==> src/rtl/id_ctl_stage.sv <==
// id_ctl_stage: registered RV32I decode/control stage between IF/ID and EX with
// valid/ready handshakes, load-use stall, flush, illegal flagging and a saturating
// stall counter. Define ID_CTL_RV32M_EN to decode the RV32M multiply/divide group.
module id_ctl_stage #(
  parameter int PC_W      = 32,
  parameter int ALU_SEL_W = 5,
  parameter int CNT_W     = 16
) (
  input  logic                 clk,
  input  logic                 rst_n,
  input  logic                 in_valid,
  output logic                 in_ready,
  input  logic [31:0]          in_instr,
  input  logic [PC_W-1:0]      in_pc,
  input  logic                 flush,
  output logic                 out_valid,
  input  logic                 out_ready,
  output logic [PC_W-1:0]      out_pc,
  output logic [4:0]           out_rs1,
  output logic [4:0]           out_rs2,
  output logic [4:0]           out_rd,
  output logic                 out_a_sel,
  output logic                 out_b_sel,
  output logic [ALU_SEL_W-1:0] out_alu_sel,
  output logic [2:0]           out_imm_sel,
  output logic [1:0]           out_wb_sel,
  output logic                 out_reg_wen,
  output logic                 out_mem_rd,
  output logic                 out_mem_wr,
  output logic [2:0]           out_mem_size,
  output logic                 out_is_branch,
  output logic                 out_is_jump,
  output logic [2:0]           out_br_op,
  output logic                 out_br_un,
  output logic                 out_illegal,
  output logic [CNT_W-1:0]     stall_cnt
);
  localparam logic [6:0] OP_LUI    = 7'b0110111;
  localparam logic [6:0] OP_AUIPC  = 7'b0010111;
  localparam logic [6:0] OP_JAL    = 7'b1101111;
  localparam logic [6:0] OP_JALR   = 7'b1100111;
  localparam logic [6:0] OP_BRANCH = 7'b1100011;
  localparam logic [6:0] OP_LOAD   = 7'b0000011;
  localparam logic [6:0] OP_STORE  = 7'b0100011;
  localparam logic [6:0] OP_OPIMM  = 7'b0010011;
  localparam logic [6:0] OP_OP     = 7'b0110011;
  localparam logic [6:0] OP_MISC   = 7'b0001111;
  localparam logic [6:0] F7_ALT    = 7'b0100000;

  typedef struct packed {
    logic [4:0]           rs1;
    logic [4:0]           rs2;
    logic [4:0]           rd;
    logic                 a_sel;
    logic                 b_sel;
    logic [ALU_SEL_W-1:0] alu;
    logic [2:0]           imm_sel;
    logic [1:0]           wb_sel;
    logic                 reg_wen;
    logic                 mem_rd;
    logic                 mem_wr;
    logic [2:0]           mem_size;
    logic                 is_branch;
    logic                 is_jump;
    logic [2:0]           br_op;
    logic                 br_un;
    logic                 illegal;
  } ctl_t;

  ctl_t             ctl_d, ctl_q;
  logic             valid_q;
  logic [PC_W-1:0]  pc_q;
  logic [CNT_W-1:0] cnt_q;
  logic             rs1_used, rs2_used, hazard, accept;
  logic [6:0]       opc, f7;
  logic [2:0]       f3;

  assign opc = in_instr[6:0];
  assign f3  = in_instr[14:12];
  assign f7  = in_instr[31:25];

  // funct3 -> ALU code; alt selects SUB/SRA in the 000/101 slots
  function automatic logic [ALU_SEL_W-1:0] alu_of(input logic [2:0] fn, input logic alt);
    logic [4:0] c;
    case (fn)
      3'd0:    c = alt ? 5'd1 : 5'd0;
      3'd1:    c = 5'd2;
      3'd2:    c = 5'd3;
      3'd3:    c = 5'd4;
      3'd4:    c = 5'd5;
      3'd5:    c = alt ? 5'd7 : 5'd6;
      3'd6:    c = 5'd8;
      default: c = 5'd9;
    endcase
    return ALU_SEL_W'(c);
  endfunction

  // combinational decode of the presented instruction into a control bundle
  always_comb begin
    ctl_d     = '0;
    rs1_used  = 1'b0;
    rs2_used  = 1'b0;
    ctl_d.rs1 = in_instr[19:15];
    ctl_d.rs2 = in_instr[24:20];
    ctl_d.rd  = in_instr[11:7];
    case (opc)
      OP_LUI: begin
        ctl_d.b_sel   = 1'b1;
        ctl_d.alu     = ALU_SEL_W'(5'd10);
        ctl_d.imm_sel = 3'd4;
        ctl_d.reg_wen = 1'b1;
      end
      OP_AUIPC: begin
        ctl_d.a_sel   = 1'b1;
        ctl_d.b_sel   = 1'b1;
        ctl_d.imm_sel = 3'd4;
        ctl_d.reg_wen = 1'b1;
      end
      OP_JAL: begin
        ctl_d.a_sel   = 1'b1;
        ctl_d.b_sel   = 1'b1;
        ctl_d.imm_sel = 3'd5;
        ctl_d.wb_sel  = 2'd2;
        ctl_d.reg_wen = 1'b1;
        ctl_d.is_jump = 1'b1;
      end
      OP_JALR: begin
        rs1_used      = 1'b1;
        ctl_d.b_sel   = 1'b1;
        ctl_d.imm_sel = 3'd1;
        ctl_d.wb_sel  = 2'd2;
        ctl_d.reg_wen = 1'b1;
        ctl_d.is_jump = 1'b1;
        ctl_d.illegal = f3 != 3'd0;
      end
      OP_BRANCH: begin
        rs1_used        = 1'b1;
        rs2_used        = 1'b1;
        ctl_d.a_sel     = 1'b1;
        ctl_d.b_sel     = 1'b1;
        ctl_d.imm_sel   = 3'd3;
        ctl_d.is_branch = 1'b1;
        ctl_d.br_op     = f3;
        ctl_d.br_un     = f3[1];
        ctl_d.illegal   = f3 == 3'd2 || f3 == 3'd3;
      end
      OP_LOAD: begin
        rs1_used       = 1'b1;
        ctl_d.b_sel    = 1'b1;
        ctl_d.imm_sel  = 3'd1;
        ctl_d.wb_sel   = 2'd1;
        ctl_d.reg_wen  = 1'b1;
        ctl_d.mem_rd   = 1'b1;
        ctl_d.mem_size = f3;
        ctl_d.illegal  = f3 == 3'd3 || f3 == 3'd6 || f3 == 3'd7;
      end
      OP_STORE: begin
        rs1_used       = 1'b1;
        rs2_used       = 1'b1;
        ctl_d.b_sel    = 1'b1;
        ctl_d.imm_sel  = 3'd2;
        ctl_d.mem_wr   = 1'b1;
        ctl_d.mem_size = f3;
        ctl_d.illegal  = f3 > 3'd2;
      end
      OP_OPIMM: begin
        rs1_used      = 1'b1;
        ctl_d.b_sel   = 1'b1;
        ctl_d.imm_sel = 3'd1;
        ctl_d.reg_wen = 1'b1;
        ctl_d.alu     = alu_of(f3, f3 == 3'd5 && f7 == F7_ALT);
        ctl_d.illegal = (f3 == 3'd1 && f7 != 7'd0) ||
                        (f3 == 3'd5 && f7 != 7'd0 && f7 != F7_ALT);
      end
      OP_OP: begin
        rs1_used      = 1'b1;
        rs2_used      = 1'b1;
        ctl_d.reg_wen = 1'b1;
        if (f7 == 7'd0) ctl_d.alu = alu_of(f3, 1'b0);
        else if (f7 == F7_ALT && (f3 == 3'd0 || f3 == 3'd5)) ctl_d.alu = alu_of(f3, 1'b1);
`ifdef ID_CTL_RV32M_EN
        else if (f7 == 7'b0000001) ctl_d.alu = ALU_SEL_W'({2'b10, f3});
`endif
        else ctl_d.illegal = 1'b1;
      end
      OP_MISC: ctl_d.illegal = 1'b0;
      default: ctl_d.illegal = 1'b1;
    endcase
    ctl_d.reg_wen   = ctl_d.reg_wen & ~ctl_d.illegal & (ctl_d.rd != 5'd0);
    ctl_d.mem_rd    = ctl_d.mem_rd & ~ctl_d.illegal;
    ctl_d.mem_wr    = ctl_d.mem_wr & ~ctl_d.illegal;
    ctl_d.is_branch = ctl_d.is_branch & ~ctl_d.illegal;
    ctl_d.is_jump   = ctl_d.is_jump & ~ctl_d.illegal;
  end

  assign hazard   = in_valid & valid_q & ctl_q.mem_rd & (ctl_q.rd != 5'd0) &
                    ((rs1_used & (ctl_d.rs1 == ctl_q.rd)) | (rs2_used & (ctl_d.rs2 == ctl_q.rd)));
  assign in_ready = (~valid_q | out_ready) & ~hazard & ~flush;
  assign accept   = in_valid & in_ready;

  // ID/EX register: flush kills, accept loads, drained slot bubbles, else hold
  always_ff @(posedge clk or negedge rst_n) begin
    if (!rst_n) begin
      valid_q <= 1'b0;
      ctl_q   <= '0;
      pc_q    <= '0;
      cnt_q   <= '0;
    end else begin
      cnt_q <= (hazard && !(&cnt_q)) ? cnt_q + CNT_W'(1) : cnt_q;
      if (flush) valid_q <= 1'b0;
      else if (accept) begin
        valid_q <= 1'b1;
        ctl_q   <= ctl_d;
        pc_q    <= in_pc;
      end else if (out_ready) valid_q <= 1'b0;
    end
  end

  assign out_valid     = valid_q;
  assign out_pc        = pc_q;
  assign out_rs1       = ctl_q.rs1;
  assign out_rs2       = ctl_q.rs2;
  assign out_rd        = ctl_q.rd;
  assign out_a_sel     = ctl_q.a_sel;
  assign out_b_sel     = ctl_q.b_sel;
  assign out_alu_sel   = ctl_q.alu;
  assign out_imm_sel   = ctl_q.imm_sel;
  assign out_wb_sel    = ctl_q.wb_sel;
  assign out_reg_wen   = ctl_q.reg_wen;
  assign out_mem_rd    = ctl_q.mem_rd;
  assign out_mem_wr    = ctl_q.mem_wr;
  assign out_mem_size  = ctl_q.mem_size;
  assign out_is_branch = ctl_q.is_branch;
  assign out_is_jump   = ctl_q.is_jump;
  assign out_br_op     = ctl_q.br_op;
  assign out_br_un     = ctl_q.br_un;
  assign out_illegal   = ctl_q.illegal;
  assign stall_cnt     = cnt_q;
endmodule

==> config.mk <==
export PLATFORM = sky130hd
export DESIGN_NAME = id_ctl_stage
export DESIGN_NICKNAME = d
export VERILOG_FILES = /design/src/rtl/id_ctl_stage.sv
export SDC_FILE = /design/constraint.sdc
export NUM_CORES = 1
export LEC_CHECK = 0
export ABC_AREA = 0
export BUFFER_PORTS_ARGS = -buffer_cell sky130_fd_sc_hd__buf_2
export CAP_MARGIN = 20
export CORE_ASPECT_RATIO = 0.75
export CORE_MARGIN = 10
export CORE_UTILIZATION = 44
export CTS_CLUSTER_SIZE = 8
export DETAILED_ROUTE_END_ITERATION = 8
export PLACE_DENSITY = 0.76
export SLEW_MARGIN = 20
export SYNTH_ARGS = -nofsm -noshare
export SYNTH_HDL_FRONTEND = slang
export SYNTH_SLANG_ARGS = --single-unit
==> constraint.sdc <==
create_clock -name clk -period 2.1 [get_ports clk]
set_input_delay 0.105 -clock clk [delete_from_list [all_inputs] [get_ports clk]]
set_output_delay 0.105 -clock clk [all_outputs]
set_load 0.05 [all_outputs]
==> impl_metrics.csv <==
group,metric,value,unit
route,antenna_left,0,
worst_setup_path,cp_max_fo,21,
cts,clock-root-buffer,"clkbuf_16",
worst_setup_path,r2r-end,"out_pc[21]",
floorplan,start_util,0.457,
worst_setup_path,worstSetupEndpointType,"flip-flop",
outcome,status,"finished, violations left",
worst_setup_path,cp_top_family,"simple AND/OR/NAND/NOR gates",
global_route,grt_overflow,0,
global_route,grt_pass1_vias,3719,
cts,cts_buffer_depth,2,
worst_hold_path,hp-class,"in2reg",
worst_setup_path,crit_end,"out_pc[21]",
timing,setup_viol,83,
worst_setup_path,slowest_delay,550,ps
pwr,vdd_ir_drop_max,0.719,mV
logic_synthesis,synth.distinct_cells,50,
floorplan,die_area,13800,um2
global_route,grt_use_met1,0.220,
worst_setup_path,worst-path-stages,7,
logic_synthesis,synth_edf_count,0,
worst_setup_path,cp-start-kind,"flip-flop",
route,drtPass1Iterations,4,
logic_synthesis,netlist_instances,349,
timing,rsz0062_at_grt,"true",
logic_synthesis,ys_ff_latch,87,
timing,hold_ws,11.3,ps
cts,clk_latency,340,ps
logic_synthesis,synth.net_count,419,
logic_synthesis,ys_dominant_reg_cell,"dfrtp_1",
placement,place_ws,-167,ps
cells_and_area,seq_area,2180,um2
global_route,globalRouteMet2Util,0.283,
cts,cts.reportedPaths.clkPinSlew,60,ps
worst_setup_path,timing.rr.start,"out_rd[2]",
route,wl_per_cell,18.1,um
worst_setup_path,crit_arrival,2470,ps
timing,max_freq,0.442,GHz
logic_synthesis,syn_area,4170,um2
cells_and_area,drive_gt1_frac,0.487,
global_route,antenna_found_initial,0,
floorplan,num_rows,30,
timing,setup_ws,-160,ps
global_route,grt_use_met3,0.0695,
timing,skew,7.79,ps
cts,cts-buffers-inserted,9,
logic_synthesis,synth-async-reset-ratio,1.00,
route,vias,3522,
cells_and_area,final_core_util,0.668,
global_route,grt_busiest_layer,"met2",
route,initialDrtViolationCount,293,
worst_setup_path,startpoint,"out_rd[2]",
global_route,grt_max_degree,42,
worst_setup_path,reg2regPathDepth,7,
timing,fin_crit,2260,ps
outcome,violations,"setup timing",
floorplan,fp.dieH,104,um
placement,dp_hpwl,9100,um
route,via_per_inst,5.10,
cts,htree_levels,3,
worst_setup_path,cpMaxStageDelayCell,"or4_4",
floorplan,core,9120,um2
floorplan,io_pins,159,
pwr,power.total,0.00498,W
timing,slew_headroom,0.637,
job,maxCapViolCount,0,
timing,period_share,1.08,
worst_setup_path,critPathRequiredTime,2310,ps
worst_setup_path,setup.worst_path.class,"reg2reg",
logic_synthesis,yosysSeqAreaShare,0.523,
route,wl,12500,um
timing,hold_violations,0,
worst_setup_path,r2r_slack,-160,ps
worst_setup_path,path_cells,"xnor2_1, nand4_1, or4_4, a21o_1, nand3_4, buf_12, mux2_1",
pwr,p_leak,3.08,nW
cells_and_area,syn_to_final_growth,46.2,%
timing,worst_pin_slew,540,ps
placement,port_buffers,157,
route,drcViolationCount,0,
global_route,grt.total_usage,0.177,
cts,cts.sinks,87,
pwr,powerDensity,817,nW/um2
global_route,grt_pass1_wl,20200,um
placement,globalplace.congestion,0.927,
logic_synthesis,synth.avg_cell_area,11.9,um2
worst_setup_path,worst-path-buf-inv,1,
floorplan,dieWidth,132,um
cells_and_area,num-nets-final,628,
cells_and_area,diodes,0,
cells_and_area,multi_input_area,2010,um2
logic_synthesis,synth_warnings,0,
cts,cts_tree,"yes",
timing,slew_viol_final,0,
cells_and_area,fill_cells,705,
-- logic make-up after synthesis --
group	synth area share
AOI/OAI and AO/OA	0.0550
DFF	0.523
buffers and inverters	0.0390
and+or+nand+nor	0.124
adders and majority gates	0.00541
xor gates and xnor gates	0.0568
muxes	0.196
other	0.000900
-- Yosys cell counts (all sizes together), types with 9 or more instances --
master | instances | area [um2]
dfrtp | 87 | 2180
mux2 | 68 | 766
nand2 | 20 | 75.1
nor2 | 18 | 75.1
xnor2 | 18 | 158
buf | 12 | 95.1
and3 | 10 | 62.6
inv | 10 | 37.5
nand3 | 10 | 60.1
o21ai | 9 | 45.0
xor2 | 9 | 78.8
-- through the flow --
stage	cells	TNS (ps)	cell area, um2
after floorplan	349	-11610	4250
after global placement	642	-7460	5320
after detailed placement	642	-10530	5320
after CTS	688	-11420	6030
after global routing	691	-17270	6090
final	691	-9690	6090
-- layer usage --
metal / vias to the layer above / share of wire
li1: 1648 / -
met1: 1707 / 0.43
met2: 151 / 0.47
met3: 16 / 0.090
met4: 0 / 0.011
met5: - / 0
-- power breakdown --
part           switching, W  total (W)  internal [W]
logic              0.000964    0.00144      0.000478
clock network      0.000660    0.00159      0.000930
registers          0.000101    0.00195       0.00185
total               0.00172    0.00498       0.00325
-- registers in the layout, indices dropped and copies added, names as in the netlist, 2 cells and up --
signal	flops
out_pc	32
stall_cnt	16
out_rd	5
out_rs1	5
out_rs2	5
out_alu_sel	4
out_br_op	3
out_imm_sel	3
out_mem_size	3
out_wb_sel	2
-- layout make-up --
type	count	area share
multi-input combinational	232	0.329
inverter	10	0.00616
timing repair buffer	218	0.230
clock buffer	10	0.0376
clock inverter	6	0.0115
sequential	87	0.359
tap	128	0.0263
-- placed cells by master, fill, tap and decap left out, types with 3 or more instances in the layout --
master         Yosys  final
nor4_1             4      4
inv_1             10     10
nand2_2            0      6
and3_1            10     10
dfrtp_1           87     81
dlygate4sd3_1      0     30
nand4_1            8      8
nand2_1           20     14
buf_2              1    155
xor2_1             9      9
xnor2_1           18     18
nor2b_1            3      3
a21oi_1            6      6
nand3_1            8      7
dfrtp_2            0      6
buf_4              9     26
o22ai_1            3      3
mux2_4             0     36
o21ai_0            8      8
and2_1             3      3
mux2i_1            5      5
mux2_2            46     14
buf_12             0      6
nand2b_1           4      4
nor2_1            17     17
nor3_1             7      7
clkbuf_16          0      9
mux2_1            22     18
-- what timing repair did --
action / 4_1_cts / 5_1_grt
pin swaps: 1 / 0
hold endpoints to repair: 66 / 2
endpoints found under the setup margin: 82 / 87
gates resized for setup: 27 / 9
setup buffers: 2 / 1
hold buffers: 28 / 2
-- worst min path at each step --
stage / endpoint / slack (ps) / start / cells after the start
finish: out_pc[3] / 10 / in_pc[3] / 2
global route: out_pc[8] / 2 / in_pc[8] / 2
CTS: out_pc[3] / 2 / in_pc[3] / 2
detailed placement: stall_cnt[15] / 120 / rst_n / 1
global placement: out_pc[17] / 110 / rst_n / 1
floorplan: out_a_sel / -190 / rst_n / 0
(Power assumes the default switching activity.)
